[config.mk]
export PLATFORM = sky130hd
export DESIGN_NAME = cart_loader
export DESIGN_NICKNAME = d
export VERILOG_FILES = /design/src/rtl/cart_loader.sv
export SDC_FILE = /design/constraint.sdc
export NUM_CORES = 1
export LEC_CHECK = 0
export CORE_MARGIN = 3
export CORE_UTILIZATION = 51
export CTS_CLUSTER_DIAMETER = 80
export DETAILED_ROUTE_END_ITERATION = 6
export PLACE_DENSITY = 0.74
export SKIP_CTS_REPAIR_TIMING = 1
export SYNTH_ARGS = -nofsm -noshare
export SYNTH_HDL_FRONTEND = slang
export SYNTH_SLANG_ARGS = --single-unit
[constraint.sdc]
create_clock -name clockgb -period 3.3 [get_ports clockgb]
set_input_delay 0.825 -clock clockgb [delete_from_list [all_inputs] [get_ports clockgb]]
set_output_delay 0.825 -clock clockgb [all_outputs]
set_load 0.01 [all_outputs]
[src/rtl/cart_loader.sv]
// cart_loader: receives a framed ROM image over UART, writes it to SRAM and answers ACK/NAK
module cart_loader #(
  parameter logic [7:0] SYNC = 8'h55,
  parameter logic [7:0] ACK = 8'h06,
  parameter logic [7:0] NAK = 8'h15
) (
  input  logic        clockgb,
  input  logic        reset,
  input  logic [7:0]  rx_data,
  input  logic        rx_valid,
  output logic [7:0]  tx_data,
  output logic        tx_valid,
  input  logic        tx_ready,
  output logic [15:0] prog_address,
  output logic [7:0]  prog_data,
  output logic        prog_store,
  output logic        prog,
  output logic        done,
  output logic        error
);
  typedef enum logic [2:0] {IDLE, LENHI, LENLO, DATA, SUM, RESP} state_t;
  state_t state;
  logic [15:0] len;
  logic [15:0] count;
  logic [7:0] sum;
  // frame parser; write strobe and done are single-cycle pulses defaulting low
  always_ff @(posedge clockgb) begin
    prog_store <= 1'b0;
    done <= 1'b0;
    if (reset) begin
      state <= IDLE;
      len <= '0;
      count <= '0;
      sum <= '0;
      prog <= 1'b0;
      error <= 1'b0;
      tx_valid <= 1'b0;
      tx_data <= '0;
      prog_address <= '0;
      prog_data <= '0;
    end else begin
      case (state)
        IDLE: if (rx_valid && rx_data == SYNC) begin
          state <= LENHI;
          prog <= 1'b1;
          error <= 1'b0;
          sum <= '0;
          count <= '0;
        end
        LENHI: if (rx_valid) begin
          len[15:8] <= rx_data;
          state <= LENLO;
        end
        LENLO: if (rx_valid) begin
          len[7:0] <= rx_data;
          state <= ({len[15:8], rx_data} == 16'd0) ? SUM : DATA;
        end
        DATA: if (rx_valid) begin
          prog_data <= rx_data;
          prog_address <= count;
          prog_store <= 1'b1;
          sum <= sum + rx_data;
          count <= count + 16'd1;
          if (count + 16'd1 == len) state <= SUM;
        end
        SUM: if (rx_valid) begin
          error <= rx_data != sum;
          tx_data <= (rx_data == sum) ? ACK : NAK;
          tx_valid <= 1'b1;
          state <= RESP;
        end
        RESP: if (tx_ready) begin
          tx_valid <= 1'b0;
          done <= 1'b1;
          prog <= 1'b0;
          state <= IDLE;
        end
        default: state <= IDLE;
      endcase
    end
  end
endmodule

-- After elaboration in Yosys (flattened, before gate mapping)
Cells that the tools add are included.
- bits in registers: 80
- input port bits: 12
- output and inout port bits: 37
- logic and storage cells: 77
- add/subtract/negate cells: 2
- eq/ne operators: 16
- multiplexer cells: 26
- bitwise operators: 2
- reductions and logical operators: 18
- operator list (cell ; count):
    two-way mux 16 bit ; 2
    one-hot mux 16 bit (2 select lines) ; 1
    two-way mux 3 bit ; 8
    one-hot mux 3 bit (6 select lines) ; 1
    adder 16 x 1 -> 16 bit (second input constant) ; 1
    == test 16 bit ; 1
    logical NOT 16 bit ; 1
    two-way mux 8 bit ; 2
    one-hot mux 8 bit (2 select lines) ; 1
    inequality test 2 bit (second input constant) ; 7
    AND reduction 3 bit ; 4
    adder 8 bit ; 1
    == test 8 x 7 -> 1 bit (second input constant) ; 1
    == test 8 bit ; 1
    inequality test 8 bit ; 1
    AND reduction 2 bit ; 4
    nonzero test 2 bit ; 4
    two-way mux 1 bit ; 7
    AND reduction 7 bit ; 1
    == test 3 x 2 -> 1 bit (second input constant) ; 2
    == test 3 bit (second input constant) ; 2
    one-hot mux 1 bit (2 select lines) ; 3
    two-way mux 5 bit ; 1
    OR reduction 2 bit ; 2
    other kinds (4) ; 5

-- Depth between registers and ports, before layout
Gate-level depths: netlist of the first run.
- depth after elaboration: 5
- gate-level depth with buffers: 8
- gate-level depth less buffers: 8

-- Worst setup path before layout of the first run
No wires, ideal clock.
- kind: in2reg
- from: input port rx_data[0]
- to: register sum[6]
- data arrival time: 2.230 ns
- data required time: 3.172 ns
- setup slack: 0.941 ns
- stages on the path: 8
- buffers on the path: 0
- cell sequence: ha_1 -> fa_1 -> a21o_1 -> a21oi_1 -> o21ai_0 -> a21oi_1 -> xor2_1 -> o31ai_1
- longest elaborated chain between the ends: 4
- elaborated cells on any way between the ends: 7
- those cells by class: add/sub: 1; eq/ne: 2; mux: 2; reduce/logical: 2
- RTL lines (item ; line ; source):
    start: declaration ; 9 ; input logic [7:0] rx_data,
    branches (longest 4 deep; another with adder 8 bit) ; - ;
    end signal: assignment ; 62 ; sum <= sum + rx_data;
    end: declaration ; 25 ; logic [7:0] sum;
Parallel ways; which one is timed is not known. The select of a mux whose other input is x is not followed.
A chain may end at the register's enable or synchronous reset.

-- Worst setup path after layout of the first run
- from: input port rx_data[1]
- to: register sum[7]
The elaborated chain is that of the path after synthesis.

==> Implementation_results.wiki, run 1 <==
{| class="wikitable"
! Metric !! Value
|-
| Crit path buf inv count || 1
|-
| Post-synthesis sequential area ratio || 38.33%
|-
| Skew final || 8.254 ps
|-
| Flip-flop and latch count after synthesis || 75
|-
| Number of max-slew violations in the final report || 0
|-
| Leakage dissipation || 1.577 nW
|-
| Async SR Flop Fraction || 0%
|-
| Setup violations, final || 0
|-
| Maximum single-stage delay on the critical path || 630 ps
|-
| Via count of the first global-routing pass || 3,370
|-
| Area of the core || 7370 um^2
|-
| Top Usage Layer GRT || met2
|-
| CTS HTree Levels || 3
|-
| Total negative setup slack || 0 ps
|-
| Post-layout minimum cycle time || 2635 ps
|-
| Count of boundary I/O pins || 49
|-
| Type of the worst setup path || primary input to flop
|-
| Yosys warning count || 0
|-
| Clock insertion delay at the later pin of the skew report || 360 ps
|-
| DP Cell Count || 615
|-
| Routability-driven placement congestion ratio || 0.8910
|-
| Die Span X || 93.65 um
|-
| Crit path DAT || 2880 ps
|-
| Critical path's slowest cell || sky130_fd_sc_hd__clkdlybuf4s50_1
|-
| Total standard cell area after synthesis || 3918 um^2
|-
| CP Data Required Time || 3550 ps
|-
| Clk pin slew, worst setup/hold paths || 80 ps
|-
| Number of clock sinks || 75
|-
| Power per unit of standard cell area || 370.0 nW/um^2
|-
| Proportion of power drawn by combinational gates || 3.9%
|-
| Most numerous cell types in the synthesized netlist || sky130_fd_sc_hd__nand2_1 (93), sky130_fd_sc_hd__dfxtp_1 (75), sky130_fd_sc_hd__a21oi_1 (62)
|-
| Final-report hold violation count || 0
|-
| Run status || finished, final reports clean
|-
| Number of max-cap violations || 0
|-
| Fill cell count || 642
|-
| Number of flops mapped to enable cells by yosys || 0
|-
| Number of nets with antenna violations after detailed routing || 0
|-
| Max Fclk || 379.5 MHz
|-
| Final HPWL from detailed placement || 6879 um
|-
| Part of the power in the clock network || 42.7%
|-
| CTS tree || built
|-
| Initial Util || 53.16%
|-
| Overflow left after global routing || 0
|-
| Number of nets at the end of the flow || 548
|-
| Cell at the root of the clock tree || sky130_fd_sc_hd__clkbuf_8
|-
| Largest fanout on the critical path || 6
|-
| Final wirelength || 9967 um
|-
| Post-detailed-placement cell area || 4377 um^2
|-
| WL per Instance || 15.80 um
|-
| Share of the clock period used by the worst path || 79.85%
|-
| Via density per instance || 5.772
|-
| Peak supply drop || 0.2399 mV
|-
| Net switching component of the power || 0.4068 mW
|-
| Internal Power || 1.287 mW
|-
| Total design power || 1.694 mW
|-
| Routed vias || 3,642
|-
| Signed area change from the synthesized netlist to the final layout || 16.86%
|-
| Count of antenna diodes in the layout || 0
|-
| CP top delay family || compound AO/OA/AOI/OAI gates
|-
| GRT Util Overall || 23.88%
|-
| Maximum number of buffers from clock root to sink || 2
|-
| RSZ-0062 raised after global routing || no
|-
| Proportion of layout cells with a drive suffix above 1 || 6.955%
|-
| Count of unique library cells instantiated by Yosys || 57
|-
| Initial antenna violation count || 0
|-
| Area share of the largest cell type after synthesis || 38.33%
|-
| FF+latch area || 1501 um^2
|-
| Worst max-slew margin expressed relative to the limit || 54.49%
|-
| Cell row count || 31
|-
| First-pass GRT wire length || 16,460 um
|-
| First-pass iteration count of the detailed router || 5
|-
| Gate Count Post-Synth || 501
|-
| Area of all placed cells without fillers || 4578 um^2
|-
| Area of combinational cells with multiple inputs || 2217 um^2
|-
| Mapped Avg Cell Area || 7.819 um^2
|-
| Most frequent cell after synthesis || sky130_fd_sc_hd__nand2_1
|-
| Final Instance Count excl. Fillers || 631
|-
| Hold crit path type || flop to flop
|-
| Worst-margin pin slew || 682.7 ps
|-
| DRC violations left || 0
|-
| Largest area contributor in the synthesized netlist || sky130_fd_sc_hd__dfxtp_1
|-
| Category of the worst setup path launch point || primary input
|-
| Detailed router's first-iteration violation count || 238
|-
| Floorplan die height || 93.65 um
|-
| Port Buf Inserts || 44
|-
| Chain of cells forming the critical path || clkdlybuf4s50_1, ha_1, a21o_1, a21oi_1, o21ai_0, o41ai_1, a2111o_1, nand3_1
|-
| Minimum hold slack || 455.9 ps
|-
| Met2 Use GR || 37.94%
|-
| Sequential power share || 53.4%
|-
| Met3 demand-to-capacity share in global routing || 5.712%
|-
| Worst Setup End Kind || flop
|-
| Overall die area || 8769 um^2
|-
| TritonCTS Buffers || 9
|-
| Pin count of the biggest net entering global routing || 44
|-
| Register-to-register path setup slack || 790 ps
|-
| Global-route met1 utilization || 31.43%
|-
| Most used DFF post-synth || sky130_fd_sc_hd__dfxtp_1
|-
| Largest cells by area after synthesis || sky130_fd_sc_hd__dfxtp_1 (38%), sky130_fd_sc_hd__nand2_1 (8.9%), sky130_fd_sc_hd__a21oi_1 (7.9%), sky130_fd_sc_hd__nor2_1 (3.7%), sky130_fd_sc_hd__ha_1 (2.6%)
|-
| Switching share of total power || 24.01%
|}
power groups by stage:
stage	registers, mW	clock network [mW]	logic (mW)
2_1_floorplan	0.926	0	0.0352
3_3_place_gp	0.926	0	0.0657
3_5_place_dp	0.926	0	0.0657
4_1_cts	0.904	0.742	0.0655
5_1_grt	0.905	0.771	0.0722
6_report	0.904	0.723	0.0664
cells by family (layout without fill, tap and decap cells):
logic type / after synthesis / in the layout / share of synthesized area, %
AND/OR/NAND/NOR: 227 / 227 / 28.84
adder cells (fa/ha/maj): 9 / 9 / 3.066
buffers and inverters: 45 / 73 / 5.557
multiplexers: 8 / 8 / 2.044
flip-flops: 75 / 75 / 38.33
other: 1 / 4 / 0.09572
XOR/XNOR: 21 / 21 / 4.695
AO/OA/AOI/OAI: 115 / 115 / 17.37
registers in the layout, indices dropped and copies added, names as in the netlist:
name,flops
sum,8
done,1
prog,1
state,3
count,16
error,1
prog_store,1
len,16
tx_valid,1
prog_address,16
tx_data,3
prog_data,8
worst register-to-register path, cell delays in order (launching register included):
cell and delay [ps]:
sky130_fd_sc_hd__dfxtp_1 470, sky130_fd_sc_hd__ha_1 350, sky130_fd_sc_hd__and3_1 410, sky130_fd_sc_hd__nand2_1 90
sky130_fd_sc_hd__or4b_4 520, sky130_fd_sc_hd__a22oi_2 210, sky130_fd_sc_hd__and3_1 230, sky130_fd_sc_hd__o22ai_1 80
layer usage:
metal | up-vias | part of all wire [%]
met4 | 0 | 1.8
met3 | 21 | 6.5
met2 | 127 | 48
met5 | - | 0
li1 | 1805 | -
met1 | 1689 | 44
layout by cell type, fill, tap and decap left out, types with 5 or more instances in the layout:
cell type	n
sky130_fd_sc_hd__nor2b_1	7
sky130_fd_sc_hd__and2_1	7
sky130_fd_sc_hd__a21oi_1	62
sky130_fd_sc_hd__buf_4	9
sky130_fd_sc_hd__nor2_1	39
sky130_fd_sc_hd__nand4_1	7
sky130_fd_sc_hd__dfxtp_1	75
sky130_fd_sc_hd__nand2b_1	5
sky130_fd_sc_hd__nand2_1	93
sky130_fd_sc_hd__a31oi_1	6
sky130_fd_sc_hd__ha_1	8
sky130_fd_sc_hd__and4_1	5
sky130_fd_sc_hd__nor3_1	13
sky130_fd_sc_hd__o21ai_0	15
sky130_fd_sc_hd__and3_1	6
sky130_fd_sc_hd__nand3_1	15
sky130_fd_sc_hd__xor2_1	11
sky130_fd_sc_hd__nor4_1	8
sky130_fd_sc_hd__clkbuf_8	9
sky130_fd_sc_hd__mux2i_1	8
sky130_fd_sc_hd__xnor2_1	10
sky130_fd_sc_hd__clkdlybuf4s50_1	43
stage by stage:
step,setup WS (ps),util [%]
after floorplan,941.4,-
after detailed placement,298.9,59.39
after CTS,703.4,62.12
final,665.0,62.12
after global routing,529.5,62.12
after global placement,360.1,59.39
cell type report:
cell class                 count  area share (%)
timing repair buffer          54           11.42
multi-input combinational    384           48.43
sequential                    75           32.80
clock buffer                  10           2.788
clock inverter                 6           1.612
inverter                       3          0.2460
tap                           99           2.706
final timing paths:
check	from	endpoint	depth (start not counted)
worst min-delay path	prog_data[3]$_SDFFE_PP0P_	prog_data[3]$_SDFFE_PP0P_	2
worst min register to register	prog_data[3]$_SDFFE_PP0P_	prog_data[3]$_SDFFE_PP0P_	2
worst max register to register	count[1]$_SDFFE_PP0P_	state[0]$_SDFFE_PP0P_	7
worst max-delay path	rx_data[1]	sum[7]$_SDFFE_PP0P_	8
No activity file was read; power rests on OpenSTA's default activity.
==> inputs of run 2 (changes only) <==
Clock period 3.3 ns to 2.6 ns, I/O delays scaled along.
==> run 2 against run 1 <==
Die area unchanged. Register-to-register slack worse by 470 ps. Sequential power up 27%. Final area up 2.9%. Final cell count up 2.7%. Clock skew down 1.3 ps. Clock-buffer cell count up 1. Non-clock buffer count up 17. Wire length up 2.1%. Largest power group unchanged.
==> Implementation_results.wiki, run 2 (synthesis gave the netlist of run 1 again) <==
{| class="wikitable"
! Metric !! Value
|-
| First-pass GRT wire length || 16,430 um (was 16,460 um)
|-
| GRT Util Overall || 23.64% (was 23.88%)
|-
| Cell at the root of the clock tree || sky130_fd_sc_hd__clkbuf_8 (unchanged)
|-
| Chain of cells forming the critical path || clkdlybuf4s50_1, ha_1, fa_1, a21o_1, a21oi_1, o21ai_0, a21oi_1, xor2_1, o31ai_1 (was clkdlybuf4s50_1, ha_1, a21o_1, a21oi_1, o21ai_0, o41ai_1, a2111o_1, nand3_1)
|-
| Number of max-cap violations || 0 (unchanged)
|-
| CTS HTree Levels || 3 (unchanged)
|-
| Type of the worst setup path || primary input to flop (unchanged)
|-
| CP Data Required Time || 2830 ps (was 3550 ps)
|-
| Final-report hold violation count || 0 (unchanged)
|-
| Largest fanout on the critical path || 2 (was 6)
|-
| Setup violations, final || 0 (unchanged)
|-
| Area of the core || 7370 um^2 (unchanged)
|-
| Worst Setup End Kind || flop (unchanged)
|-
| Area of all placed cells without fillers || 4711 um^2 (was 4578 um^2)
|-
| Hold crit path type || flop to flop (unchanged)
|-
| Floorplan die height || 93.65 um (unchanged)
|-
| Count of antenna diodes in the layout || 0 (unchanged)
|-
| Largest registers || count: 16 flops, len: 16 flops, prog_address: 16 flops (unchanged)
|-
| Final wirelength || 10,180 um (was 9967 um)
|-
| Share of the clock period used by the worst path || 92.49%
|-
| Pin count of the biggest net entering global routing || 47 (was 44)
|-
| Via density per instance || 5.769 (was 5.772)
|-
| Skew final || 6.993 ps (was 8.254 ps)
|-
| Die Span X || 93.65 um (unchanged)
|-
| Final HPWL from detailed placement || 7095 um (was 6879 um)
|-
| Count of boundary I/O pins || 49 (unchanged)
|-
| Routed vias || 3,738 (was 3,642)
|-
| CTS tree || built (unchanged)
|-
| Peak supply drop || 0.3167 mV (was 0.2399 mV)
|-
| Proportion of layout cells with a drive suffix above 1 || 9.654% (was 6.955%)
|-
| Maximum single-stage delay on the critical path || 430 ps (was 630 ps)
|-
| Post-detailed-placement cell area || 4517 um^2 (was 4377 um^2)
|-
| DRC violations left || 0 (unchanged)
|-
| Number of clock sinks || 75 (unchanged)
|-
| First-pass iteration count of the detailed router || 5 (unchanged)
|-
| Port Buf Inserts || 44 (unchanged)
|-
| DP Cell Count || 632 (was 615)
|-
| Leading cell type in the layout, fill and taps excluded || sky130_fd_sc_hd__nand2_1 (unchanged)
|-
| Clock insertion delay at the later pin of the skew report || 350 ps (was 360 ps)
|-
| Worst max-slew margin expressed relative to the limit || 65.02% (was 54.49%)
|-
| Signed area change from the synthesized netlist to the final layout || 20.25% (was 16.86%)
|-
| Category of the worst setup path launch point || primary input (unchanged)
|-
| Cell row count || 31 (unchanged)
|-
| Cell mode on critical path || sky130_fd_sc_hd__a21oi_1
|-
| Crit path DAT || 2640 ps (was 2880 ps)
|-
| Worst-margin pin slew || 524.1 ps (was 682.7 ps)
|-
| Final Instance Count excl. Fillers || 648 (was 631)
|-
| Critical path's slowest cell || sky130_fd_sc_hd__clkdlybuf4s50_1 (unchanged)
|-
| TritonCTS Buffers || 9 (unchanged)
|-
| Post-layout minimum cycle time || 2405 ps
|-
| Via count of the first global-routing pass || 3,479 (was 3,370)
|-
| Number of nets with antenna violations after detailed routing || 0 (unchanged)
|-
| Commonest non-fill, non-tap cells in the layout || sky130_fd_sc_hd__nand2_1 (93), sky130_fd_sc_hd__dfxtp_1 (75), sky130_fd_sc_hd__a21oi_1 (62) (unchanged)
|-
| Detailed router's first-iteration violation count || 245 (was 238)
|-
| Number of nets at the end of the flow || 565 (was 548)
|-
| WL per Instance || 15.71 um (was 15.80 um)
|-
| Initial Util || 53.16% (unchanged)
|-
| Routability-driven placement congestion ratio || 0.8966 (was 0.8910)
|-
| Number of max-slew violations in the final report || 0 (unchanged)
|-
| Clk pin slew, worst setup/hold paths || 80 ps (about the same)
|-
| Minimum hold slack || 456.6 ps (was 455.9 ps)
|-
| Leakage dissipation || 1.660 nW (was 1.577 nW)
|-
| Power per unit of standard cell area || 453.2 nW/um^2 (was 370.0 nW/um^2)
|-
| Overall die area || 8769 um^2 (unchanged)
|-
| Overflow left after global routing || 0 (unchanged)
|-
| Max Fclk || 415.8 MHz
|-
| Maximum number of buffers from clock root to sink || 2 (unchanged)
|-
| RSZ-0062 raised after global routing || no (unchanged)
|-
| Initial antenna violation count || 0 (unchanged)
|-
| Run status || finished, final reports clean (unchanged)
|}
[run 2: changes by cell type in the layout (fill, tap and decap cells not counted)]
cell                       before  now
sky130_fd_sc_hd__buf_12         1    2
sky130_fd_sc_hd__buf_4          9   25
sky130_fd_sc_hd__clkbuf_1       1    2
sky130_fd_sc_hd__inv_8          1    0
[run 2: per-layer routing]
layer	wire length (um)	global-route usage, %	share of wire [%]	vias to the layer above
li1	-	-	-	1841
met1	4816	32.33	47	1782
met2	4674	35.97	46	91
met3	445	4.505	4.4	24
met5	0	0	0	-
met4	242	10.95	2.4	0
[run 2: metrics by stage]
stage	util [%]	setup slack (ps)	setup TNS (ps)	total power, mW
CTS	63.92	219.5	0	2.146
floorplan	-	416.4	0	1.220
global placement	61.29	-116.1	-130.9	1.271
finish	63.92	195.3	0	2.135
detailed placement	61.29	-147.0	-188.3	1.271
global route	63.92	59.89	0	2.213
[run 2: cell type report]
cell class | count | area, um^2
Fill cell | 684 | 2659
Multi-Input combinational cell | 384 | 2217
Sequential cell | 75 | 1501
Timing Repair Buffer | 71 | 663.1
Clock buffer | 11 | 131.4
Tap cell | 99 | 123.9
Clock inverter | 5 | 62.56
Inverter | 3 | 11.26
[run 2: worst paths after layout]
check	start	endpoint	slack [ps]	cells past startpoint
setup reg to reg	count[2]$_SDFFE_PP0P_	state[1]$_SDFFE_PP0P_	320	6
setup / recovery	rx_data[0]	sum[6]$_SDFFE_PP0P_	200	9
hold reg to reg	prog_address[4]$_SDFFE_PP0P_	prog_address[4]$_SDFFE_PP0P_	460	2
hold / removal	prog_address[4]$_SDFFE_PP0P_	prog_address[4]$_SDFFE_PP0P_	460	2
[run 2: critical path, delay by kind of cell]
family | cells | cell delay (ps)
compound gates | 5 | 740
fa+ha+maj | 2 | 650
xor+xnor | 1 | 160
buf+inv | 1 | 430
[run 2: power by group]
part           leakage, nW  switching (mW)  internal (mW)  total (mW)
Sequential           0.604        0.000314           1.15        1.15
Clock               0.0901           0.440          0.449       0.889
Combinational        0.966          0.0568         0.0415      0.0983
==> RTL change 1: new RTL, flow settings as in run 2 <==
Register the output `error` once more; this adds one clock of latency there. The other outputs are not delayed to match.
--- a/src/rtl/cart_loader.sv
+++ b/src/rtl/cart_loader.sv
@@ -19,6 +19,8 @@
   output logic        error
 );
   typedef enum logic [2:0] {IDLE, LENHI, LENLO, DATA, SUM, RESP} state_t;
+
+  logic error_s0;
   state_t state;
   logic [15:0] len;
   logic [15:0] count;
@@ -33,7 +35,7 @@
       count <= '0;
       sum <= '0;
       prog <= 1'b0;
-      error <= 1'b0;
+      error_s0 <= 1'b0;
       tx_valid <= 1'b0;
       tx_data <= '0;
       prog_address <= '0;
@@ -43,7 +45,7 @@
         IDLE: if (rx_valid && rx_data == SYNC) begin
           state <= LENHI;
           prog <= 1'b1;
-          error <= 1'b0;
+          error_s0 <= 1'b0;
           sum <= '0;
           count <= '0;
         end
@@ -64,7 +66,7 @@
           if (count + 16'd1 == len) state <= SUM;
         end
         SUM: if (rx_valid) begin
-          error <= rx_data != sum;
+          error_s0 <= rx_data != sum;
           tx_data <= (rx_data == sum) ? ACK : NAK;
           tx_valid <= 1'b1;
           state <= RESP;
@@ -79,5 +81,9 @@
       endcase
     end
   end
+  always_ff @(posedge clockgb) begin
+    error <= error_s0;
+  end
+
 endmodule
 
Behaviour: not the same (Yosys sat finds a counterexample within 10 cycles, from zero or initial values and one cycle with reset high).
==> RTL change 1 against run 2 <==
  * Wire length shrank 3.1%
  * Total power grew 1.7%
  * Synthesized cell count grew 0.20%
  * Design area grew 0.80%
  * Synthesized area grew 0.51%
  * Sequential cell count grew 1
  * Global-route usage shrank 0.52 points
  * Setup slack gained 0.0048 ns
  * Critical path depth is the same
  * Count of clock-buffer cells in the layout shrank 1
  * Critical endpoint unchanged
  * Largest power group unchanged
==> RTL change 1: results (changes against run 2) <==
STA
The normalized max-slew margin is 65.1% (+0.13 points). The worst hold slack came to 0.362 ns (-0.0948 ns). The setup skew after layout is 0.0122 ns (+0.00517 ns).

Drt
The final wirelength was 9.87 mm (-3.1%). The mean number of vias per cell is 5.62 (-2.6%). The number of vias after detailed routing is 3665 (-2.0%). The number of iterations in the first detailed-routing pass came to 4 (-1). The starting DRC count in detailed routing is 206 (-16%).

Yosys
The post-synthesis async set-or-reset flop share is 0% (unchanged). Ranked by instance count, the synthesized netlist is headed by 93 x sky130_fd_sc_hd__nand2_1, 76 x sky130_fd_sc_hd__dfxtp_1, 62 x sky130_fd_sc_hd__a21oi_1. The part of the Yosys area used for sequential elements is 38.6% (+0.31 points).

Critical path
The worst flop-to-flop path endpoint is state[0]. The signal arrival time at the worst endpoint is 2.66 ns (+0.02 ns). The largest stage delay on the critical path is 0.43 ns (about the same). The startpoint identified for the worst register-to-register timing path is count[1]. The slack of the worst reg-to-reg path is 0.28 ns (-0.04 ns). The number of cells on the worst reg-to-reg path was 7 (+1).

Cells and area
The final net count came to 569 (+0.71%). The fraction of cell area in non-clock buffers is 14.2% (+0.10 points). The sequential cell count is 76 (+1.3%).

The clock buffer count is 10 (-1). The fraction of final layout cells with drive strength greater than 1 is 10.5% (+0.83 points). The filler cell count in the final layout is 668 (-2.3%). Relative to the synthesized area, the layout overhead comes to 20.6%. The layout buffer count excluding clock buffers is 74 (+4.2%).

The register share of the cell area came to 32.0% (+0.17 points). The clock network contribution to total cell area came to 4.24% (+0.13 points).

Worst hold path
The worst hold path terminates at error. The startpoint of the most critical hold path is error_s0. The number of stages on the worst hold path was 0 (-2). The tightest min-delay check is of the reg2reg type.

Pwr
The power in combinational cells is 0.0953 mW (-3.1%). The leakage component of the power came to 1.69 nW (+1.6%). The net switching component of the power was 0.501 mW (+0.85%). The total clock network power is 0.912 mW (+2.6%).

The final total power is 2.17 mW (+1.7%).

Global routing
The number of global-route vias before repair is 3411 (-2.0%). The combined global-route utilization of all metal layers is 23.1% (-0.52 points). The wire length of the first global-routing pass was 16.2 mm (-1.3%).

Run status
The flow ran to the end, and the final reports show no timing, DRC or antenna violations.

Clock tree
The clock insertion delay at the later pin of the skew report is 0.35 ns (about the same).

Place
The area of placed instances is 4550 µm² (+0.66%). The count of placed standard cells including taps is 636 (+0.63%). The worst setup slack after placement came to -0.152 ns (-0.00546 ns). The post-DP HPWL is 6.98 mm (-1.6%).

Die
The area enclosed by the die boundary was 8810 µm² (+0.47%).
[RTL change 1: cells by family after synthesis]
family	after synthesis	synth area share [%]
AND/OR/NAND/NOR	227	28.7
AO/OA/AOI/OAI	115	17.3
XOR/XNOR	21	4.67
flip-flops	76	38.6
other	1	0.0952
multiplexers	8	2.03
buffers and inverters	45	5.53
adder cells (fa/ha/maj)	9	3.05
[RTL change 1: how the worst max path moves through the flow]
stage	from	endpoint	slack, ns
2_1_floorplan	rx_data[0]	sum[6]	0.42
3_3_place_gp	rx_data[0]	sum[6]	-0.12
3_5_place_dp	rx_data[0]	sum[6]	-0.15
4_1_cts	rx_data[0]	sum[6]	0.21
5_1_grt	rx_data[1]	count[6]	0.04
6_report	rx_data[0]	sum[6]	0.20
[RTL change 1: metal layers]
metal,global-route usage [%],wire length [µm]
met1,31.0,4400
met2,36.4,4700
met3,4.33,552
met4,9.63,211
met5,0,0
==> RTL change 2: new RTL, settings of run 2 <==
Made on the original files. Set the parameter `ACK` to 8'h04 (it was 8'h06).
--- a/src/rtl/cart_loader.sv
+++ b/src/rtl/cart_loader.sv
@@ -1,7 +1,7 @@
 // cart_loader: receives a framed ROM image over UART, writes it to SRAM and answers ACK/NAK
 module cart_loader #(
   parameter logic [7:0] SYNC = 8'h55,
-  parameter logic [7:0] ACK = 8'h06,
+  parameter logic [7:0] ACK = 8'h04,
   parameter logic [7:0] NAK = 8'h15
 ) (
   input  logic        clockgb,
Function: changed (Yosys sat finds a counterexample within 10 cycles, from zero or initial values and one cycle with reset high).
==> RTL change 2 against run 2 <==
  * Worst hold slack lost 0.0034 ns
  * Design area is 2.7% higher
  * Sequential cell count fell by 1
  * Wire length fell by 1.1%
  * Via count is 2.1% lower
  * Setup slack lost 0.10 ns
  * Synthesized area shrank 3.3%
  * Register-to-register slack got worse by 0.18 ns
  * Critical endpoint is now state[2]
  * Largest cell class unchanged
Power is not compared: it rests on default switching activity, and its combinational part moved more than twofold at a synthesized area within 25%.
==> RTL change 2: results (changes against run 2) <==
Place
The post-DP HPWL is 7.14 mm (+0.57%). The quantity of I/O buffers inserted on ports is 43 (-2.3%). The routability congestion estimate from global placement is 0.890 (-0.75%).

The worst setup slack after placement is -0.485 ns (-0.338 ns). The count of placed standard cells including taps is 630 (-0.32%).

Drt
The length of routed met3 wiring came to 614 µm (+38%).

Cells and area
The filler cell count in the final layout is 577 (-16%). The layout buffer count excluding clock buffers came to 86 (+21%). The fraction of standard cell area in multi-input logic came to 45.6% (-1.5 points). The final net count is 566 (+0.18%). The clock buffer count was 10 (-1). The non-filler instance count after layout is 646 (-0.31%). The fraction of final layout cells with drive strength greater than 1 came to 14.4% (+4.7 points).

The clock network contribution to total cell area is 5.20% (+1.1 points). The number of multi-input logic gates is 371 (-3.4%). The sequential cell area is 1480 µm² (-1.3%).

Yosys
Yosys attributes the largest share of cell area to sky130_fd_sc_hd__dfxtp_1 39%, sky130_fd_sc_hd__a21oi_1 8.9%, sky130_fd_sc_hd__nand2_1 8.6%. The flop and latch count out of synthesis came to 74 (-1.3%). The adder-cell share of the synthesized area is 3.17% (+0.10 points). The per-instance average area after synthesis is 7.89 µm² (+0.94%).

The mux cell area share after synthesis is 3.20% (+1.2 points). The xor/xnor cell area share of the yosys netlist is 6.70% (+2.0 points). The part of the Yosys area used for sequential elements is 39.1% (+0.78 points).

Counting instances in the post-synthesis netlist gives the leading cell types as 87 x sky130_fd_sc_hd__nand2_1, 74 x sky130_fd_sc_hd__dfxtp_1, 67 x sky130_fd_sc_hd__a21oi_1.

Global routing
The wire length of the first global-routing pass is 17.0 mm (+3.7%). The number of global-route vias before repair came to 3445 (-0.98%). The combined global-route utilization of all metal layers is 25.0% (+1.4 points). The maximum number of pins on one net before global-route repair is 46 (-2.1%). The met2 track utilization from global routing was 40.5% (+4.5 points). The met1 demand-to-capacity share in global routing is 32.6% (+0.24 points).

The global routing met3 resource utilization is 5.58% (+1.1 points).

Critical path
The slack of the worst reg-to-reg path is 0.14 ns (-0.18 ns). The startpoint of the worst register-to-register path is count[4]. The signal arrival time at the worst endpoint is 2.78 ns (+0.14 ns). The largest stage delay on the critical path is 0.54 ns (+0.11 ns). The number of cells on the worst reg-to-reg path is 8 (+2). The worst flop-to-flop path endpoint is state[0].

In this design, the largest share of critical-path delay is due to simple AND/OR/NAND/NOR gates.

STA
The slew at the pin closest to its max-slew limit is 0.601 ns (+0.0772 ns). The setup skew after layout is 0.00519 ns (-0.00180 ns). The worst hold slack is 0.453 ns (-0.00338 ns).

Die
The overall die width was 92.2 µm (-1.6%).

Worst hold path
The end point of the worst hold path is prog_address[0]. The startpoint identified for the worst hold timing path is prog_address[0].

Run status
The run finished with clean final reports.
## RTL change 2: cell count changes after synthesis, moves of 4 or more
cell	before	now
sky130_fd_sc_hd__a21oi_1	62	67
sky130_fd_sc_hd__a311oi_1	4	0
sky130_fd_sc_hd__buf_2	12	3
sky130_fd_sc_hd__clkbuf_1	21	25
sky130_fd_sc_hd__nand2_1	93	87
sky130_fd_sc_hd__nand2b_1	5	1
sky130_fd_sc_hd__nand3_1	16	20
sky130_fd_sc_hd__nand4_1	7	3
sky130_fd_sc_hd__nor3_1	13	9
sky130_fd_sc_hd__or4_1	0	5
sky130_fd_sc_hd__xnor2_1	10	18
## RTL change 2: worst register-to-register path: cells and delay by family, from the launching register on
family | cells | cell delay (ns)
AO/OA/AOI/OAI | 4 | 0.86
buffers and inverters | 1 | 0.18
flip-flops | 1 | 0.44
AND/OR/NAND/NOR | 3 | 0.86
